<file path="src/rtl/rr_mux_4to1.sv">
// rr_mux_4to1: merges four valid/ready channels onto one registered output
// stream. Round-robin arbitration starts at ptr. Each beat is tagged with its
// source channel (out_sel), so a downstream 1-to-4 demux can use the tag
// directly as its select.
module rr_mux_4to1 #(
  parameter int unsigned W = 8
) (
  input  logic         clk,
  input  logic         rst,
  input  logic [W-1:0] in_data0,
  input  logic [W-1:0] in_data1,
  input  logic [W-1:0] in_data2,
  input  logic [W-1:0] in_data3,
  input  logic [3:0]   in_valid,
  output logic [3:0]   in_ready,
  output logic [W-1:0] out_data,
  output logic [1:0]   out_sel,
  output logic         out_valid,
  input  logic         out_ready
);

  // Round-robin pointer: the highest-priority channel for the next grant.
  logic [1:0]   ptr;

  logic         ld;
  logic         any;
  logic [1:0]   g;
  logic [W-1:0] g_data;

  // The output register may load when it is empty or its beat drains this cycle.
  assign ld  = !out_valid || out_ready;
  assign any = |in_valid;

  // Pick the first valid channel in cyclic order ptr, ptr+1, ptr+2, ptr+3.
  // The scan runs from the farthest offset down, so the nearest valid one wins.
  always_comb begin
    logic [1:0] idx;
    g = ptr;
    for (int k = 3; k >= 0; k--) begin
      idx = ptr + 2'(k);
      if (in_valid[idx]) begin
        g = idx;
      end
    end
  end

  // Select the granted channel's data.
  always_comb begin
    g_data = '0;
    unique case (g)
      2'd0: g_data = in_data0;
      2'd1: g_data = in_data1;
      2'd2: g_data = in_data2;
      2'd3: g_data = in_data3;
      default: g_data = '0;
    endcase
  end

  // One-hot ready to the granted channel. It is gated by rst because the
  // register reads as empty while in reset, which would otherwise make ld high.
  always_comb begin
    in_ready = 4'b0000;
    if (ld && any && !rst) begin
      in_ready[g] = 1'b1;
    end
  end

  // Output register and pointer. On an idle load only out_valid changes, so
  // the pointer keeps its fairness position across idle gaps.
  always_ff @(posedge clk or posedge rst) begin
    if (rst) begin
      out_valid <= 1'b0;
      out_data  <= '0;
      out_sel   <= 2'd0;
      ptr       <= 2'd0;
    end else if (ld) begin
      if (any) begin
        out_valid <= 1'b1;
        out_data  <= g_data;
        out_sel   <= g;
        ptr       <= g + 2'd1;
      end else begin
        out_valid <= 1'b0;
      end
    end
  end

endmodule

</file>
<file path="config.mk">
export PLATFORM = sky130hd
export DESIGN_NAME = rr_mux_4to1
export DESIGN_NICKNAME = d
export VERILOG_FILES = /design/src/rtl/rr_mux_4to1.sv
export SDC_FILE = /design/constraint.sdc
export NUM_CORES = 1
export LEC_CHECK = 0
export CAP_MARGIN = 20
export CORE_ASPECT_RATIO = 1.2
export CORE_MARGIN = 5
export CORE_UTILIZATION = 38
export DETAILED_ROUTE_END_ITERATION = 10
export GPL_TIMING_DRIVEN = 0
export PLACE_DENSITY = 0.79
export SLEW_MARGIN = 20
export SYNTH_ARGS = -nofsm -noshare
export SYNTH_HDL_FRONTEND = slang
export SYNTH_SLANG_ARGS = --single-unit
</file>
<file path="constraint.sdc">
create_clock -name clk -period 2.8 [get_ports clk]
set_clock_uncertainty 0.05 [all_clocks]
set_input_delay 0.7 -clock clk [delete_from_list [all_inputs] [get_ports clk]]
set_output_delay 0.7 -clock clk [all_outputs]
set_load 0.02 [all_outputs]
</file>
==> report_table.html <==
<table>
<tr><th>Metric</th><th>Value</th></tr>
<tr><th colspan="2">Route</th></tr>
<tr><td>Total number of vias</td><td>1174</td></tr>
<tr><td>First drt pass iteration count</td><td>4</td></tr>
<tr><td>Antenna viol nets, final</td><td>0</td></tr>
<tr><td>WL per Instance</td><td>16.4 um</td></tr>
<tr><td>Routed vias/inst</td><td>5.51</td></tr>
<tr><td>Drt initial violations</td><td>49</td></tr>
<tr><td>Drt drc</td><td>0</td></tr>
<tr><td>Total length of routed wires</td><td>3500 um</td></tr>
<tr><th colspan="2">Worst setup path</th></tr>
<tr><td>Delay of the slowest cell on the worst path</td><td>0.38 ns</td></tr>
<tr><td>Arrival time of the worst setup path</td><td>1.98 ns</td></tr>
<tr><td>Instance count on the critical path</td><td>8</td></tr>
<tr><td>Critical register-to-register path startpoint</td><td>ptr[1]$_DFFE_PP0P_</td></tr>
<tr><td>Worst EP required</td><td>2.05 ns</td></tr>
<tr><td>Nature of the critical path endpoint</td><td>output pin</td></tr>
<tr><td>Top cell family by delay on the critical path</td><td>simple AND/OR/NAND/NOR gates</td></tr>
<tr><td>Origin of the worst setup path</td><td>in_valid[2]</td></tr>
<tr><td>Reg-to-reg critical path endpoint</td><td>out_data[2]$_DFFE_PP0P_</td></tr>
<tr><td>Worst-path cell chain</td><td>buf_4 -&gt; or3_4 -&gt; o21ai_4 -&gt; o31ai_4 -&gt; buf_4 -&gt; ha_4 -&gt; and3_1 -&gt; buf_4</td></tr>
<tr><td>R2r setup slk</td><td>0.33 ns</td></tr>
<tr><td>Kind of start point of the critical path</td><td>primary input</td></tr>
<tr><td>Type of the setup path with the least slack</td><td>in -&gt; out</td></tr>
<tr><td>Worst-path maximum fanout</td><td>7</td></tr>
<tr><td>CP max stage cell</td><td>or3_4</td></tr>
<tr><td>Depth of the worst register-to-register path</td><td>10</td></tr>
<tr><td>Total buffers and inverters traversed by the critical path</td><td>3</td></tr>
<tr><td>End of the critical path</td><td>in_ready[2]</td></tr>
<tr><td>Library cell appearing most often on the critical path</td><td>buf_4</td></tr>
<tr><th colspan="2">STA</th></tr>
<tr><td>Headroom to the max-slew limit</td><td>78.9%</td></tr>
<tr><td>Max Clk Rate</td><td>366 MHz</td></tr>
<tr><td>Min Tclk post-route</td><td>2.73 ns</td></tr>
<tr><td>Slew Viols, Final</td><td>0</td></tr>
<tr><td>Worst Max-Slew Pin Slew</td><td>0.313 ns</td></tr>
<tr><td>Setup slack of the critical path after layout</td><td>0.0663 ns</td></tr>
<tr><td>Count of endpoints failing hold in the final timing report</td><td>0</td></tr>
<tr><td>Fraction of the cycle the final worst path needs</td><td>97.6%</td></tr>
<tr><td>Count of final setup violators</td><td>0</td></tr>
<tr><th colspan="2">Layout</th></tr>
<tr><td>Layout area overhead</td><td>79.9%</td></tr>
<tr><td>Number of filler instances in the final layout</td><td>201</td></tr>
<tr><td>Proportion of layout cells with a drive suffix above 1</td><td>26.7%</td></tr>
<tr><td>Net total in the final layout</td><td>223</td></tr>
<tr><td>Antenna cell count</td><td>0</td></tr>
<tr><th colspan="2">Place</th></tr>
<tr><td>Detailed Place HPWL</td><td>2430 um</td></tr>
<tr><td>Pre-CTS setup slack</td><td>-1.24 ns</td></tr>
<tr><td>Routability congestion estimate</td><td>0.724</td></tr>
<tr><td>Port Buffers</td><td>53</td></tr>
<tr><th colspan="2">Synth</th></tr>
<tr><td>Gate count after technology mapping</td><td>108</td></tr>
<tr><td>Count of unique library cells instantiated by Yosys</td><td>29</td></tr>
<tr><td>Yosys Warn Count</td><td>0</td></tr>
<tr><td>Post-synthesis sequential element count</td><td>13</td></tr>
<tr><td>Summed instance area of the synthesized netlist</td><td>985 um^2</td></tr>
<tr><td>Net Count, Synth</td><td>150</td></tr>
<tr><td>Average footprint of a synthesized cell</td><td>9.12 um^2</td></tr>
<tr><td>Post-synthesis sequential area ratio</td><td>33.0%</td></tr>
<tr><th colspan="2">Clocking</th></tr>
<tr><td>Clk slew on worst S/H paths</td><td>0.08 ns</td></tr>
<tr><td>Maximum count of clock buffers along a single path</td><td>2</td></tr>
<tr><td>Inserted Clock Buffers</td><td>3</td></tr>
<tr><td>Level count of the clock H-tree</td><td>1</td></tr>
<tr><td>TritonCTS clock tree</td><td>built</td></tr>
<tr><td>Number of sinks handled by clock tree synthesis</td><td>13</td></tr>
<tr><td>Clock insertion delay at the later pin of the skew report</td><td>0.28 ns</td></tr>
<tr><td>Hold-fix buffers at CTS</td><td>0</td></tr>
<tr><td>Buffer type at the clock tree root</td><td>clkbuf_4</td></tr>
<tr><th colspan="2">Global route</th></tr>
<tr><td>Largest net degree at the start of global routing</td><td>17</td></tr>
<tr><td>Aggregate global routing overflow</td><td>0</td></tr>
<tr><td>Global-route wire length before repair</td><td>5270 um</td></tr>
<tr><td>Via count of the first global-routing pass</td><td>1133</td></tr>
<tr><td>Number of antenna violations at the first check in global routing</td><td>0</td></tr>
<tr><td>Total Routing Usage GR</td><td>18.1%</td></tr>
<tr><th colspan="2">Status</th></tr>
<tr><td>Result of the run</td><td>finished, final reports clean</td></tr>
<tr><th colspan="2">Floorplanning</th></tr>
<tr><td>Core Footprint</td><td>2500 um^2</td></tr>
<tr><td>Vertical die dimension</td><td>65.8 um</td></tr>
<tr><td>Row count</td><td>20</td></tr>
<tr><td>Io pins</td><td>54</td></tr>
<tr><td>Horiz. Die Dim</td><td>56.5 um</td></tr>
<tr><td>Die Outline Area</td><td>3710 um^2</td></tr>
<tr><td>Initial core utilization</td><td>39.3%</td></tr>
<tr><th colspan="2">Pwr</th></tr>
<tr><td>Leakage dissipation</td><td>0.000720 uW</td></tr>
<tr><td>Total power</td><td>1320 uW</td></tr>
<tr><td>Power density cells</td><td>744 nW/um^2</td></tr>
<tr><td>Worst supply voltage drop on vdd</td><td>0.382 mV</td></tr>
<tr><th colspan="2">Min path</th></tr>
<tr><td>Type of the worst min-delay path</td><td>reg -&gt; reg</td></tr>
<tr><th colspan="2">Run</th></tr>
<tr><td>Number of maximum-capacitance constraint violations</td><td>0</td></tr>
</table>
[worst min-delay path by stage]
stage,start,to,slack [ns],cells past startpoint
2_1_floorplan,ptr[1]$_DFFE_PP0P_,ptr[1]$_DFFE_PP0P_,0.49,2
3_3_place_gp,out_sel[1]$_DFFE_PP0P_,out_sel[1]$_DFFE_PP0P_,0.44,1
3_5_place_dp,out_sel[1]$_DFFE_PP0P_,out_sel[1]$_DFFE_PP0P_,0.45,1
4_1_cts,out_sel[1]$_DFFE_PP0P_,out_sel[1]$_DFFE_PP0P_,0.47,1
5_1_grt,out_sel[1]$_DFFE_PP0P_,out_sel[1]$_DFFE_PP0P_,0.49,1
6_report,out_sel[1]$_DFFE_PP0P_,out_sel[1]$_DFFE_PP0P_,0.46,1
[metal layers]
metal / part of all wire, % / vias to the layer above / GRT usage (%)
met4: 1.9 / 0 / 8.90
met1: 38 / 561 / 20.0
met2: 53 / 46 / 32.4
li1: - / 560 / -
met3: 6.4 / 7 / 3.93
met5: 0 / - / 0
[synthesized netlist by cell type]
cell type	number	area, um^2
a211o_1	1	8.76
a21oi_1	2	10.0
a221oi_1	8	70.1
a31o_1	8	70.1
and3_1	3	18.8
buf_1	2	7.51
buf_2	3	15.0
clkbuf_1	1	3.75
clkbuf_4	1	7.51
dfrtp_1	13	325
ha_1	3	37.5
inv_1	4	15.0
mux2_2	2	22.5
nand2_1	2	7.51
nand2b_1	1	6.26
nand3_1	1	5.00
nor2_1	2	7.51
nor2_2	1	6.26
nor2b_1	20	125
nor3b_1	1	7.51
nor4_1	2	12.5
o211a_1	1	10.0
o211ai_4	1	21.3
o21ai_0	13	65.1
o31ai_1	8	60.1
o31ai_2	1	12.5
or2_1	1	6.26
or3_1	1	6.26
or4b_4	1	13.8
[area by class of cell]
cell class	count	area [um^2]	area share (%)
multi-input cells	84	689	38.9
repair buffers	70	634	35.8
flip-flops and latches	13	325	18.4
well taps	33	41.3	2.33
plain buffers	5	36.3	2.05
clock buffers	4	26.3	1.48
inverters	4	18.8	1.06
[logic make-up after synthesis]
kind of cell,Yosys count,synth area share (%)
fa+ha+maj,3,3.81
buf+inv,11,4.95
compound gates,43,33.3
simple gates,36,22.6
mux,2,2.29
flops,13,33.0
[state kept, by name, indices dropped and copies added, names as in the netlist]
name       count
out_data       8
out_sel        2
ptr            2
out_valid      1
[power breakdown]
| group | switching (uW) | total [uW] | internal, uW |
|---|---|---|---|
| Sequential | 56.0 | 325 | 269 |
| Clock | 64.1 | 119 | 55.3 |
| Combinational | 420 | 873 | 454 |
[what timing repair did]
action | in CTS | in global routing
pin swaps | 4 | 4
setup buffers | 6 | 11
setup endpoints to repair | 12 | 12
resized for setup | 43 | 17
[through the flow]
stage	TNS (ns)	cells	util, %	hold slack [ns]	area, um^2
6_report	0	213	70.8	0.461	1770
5_1_grt	-0.00433	213	70.8	0.495	1770
4_1_cts	0	202	65.3	0.467	1630
3_5_place_dp	-8.70	194	62.2	0.448	1560
3_3_place_gp	-7.76	194	62.2	0.443	1560
2_1_floorplan	0	108	-	0.491	985
[placed cells by master (no fill, tap or decap), drive strengths merged, types with 8 or more instances in the layout]
cell and instances:
o31ai 9, buf 26, clkbuf 8, a221oi 8
dfrtp 13, clkdlybuf4s50 45, nor2b 20, a31o 8
o21ai 13
Note: power is estimated with default switching activity, not from simulation.
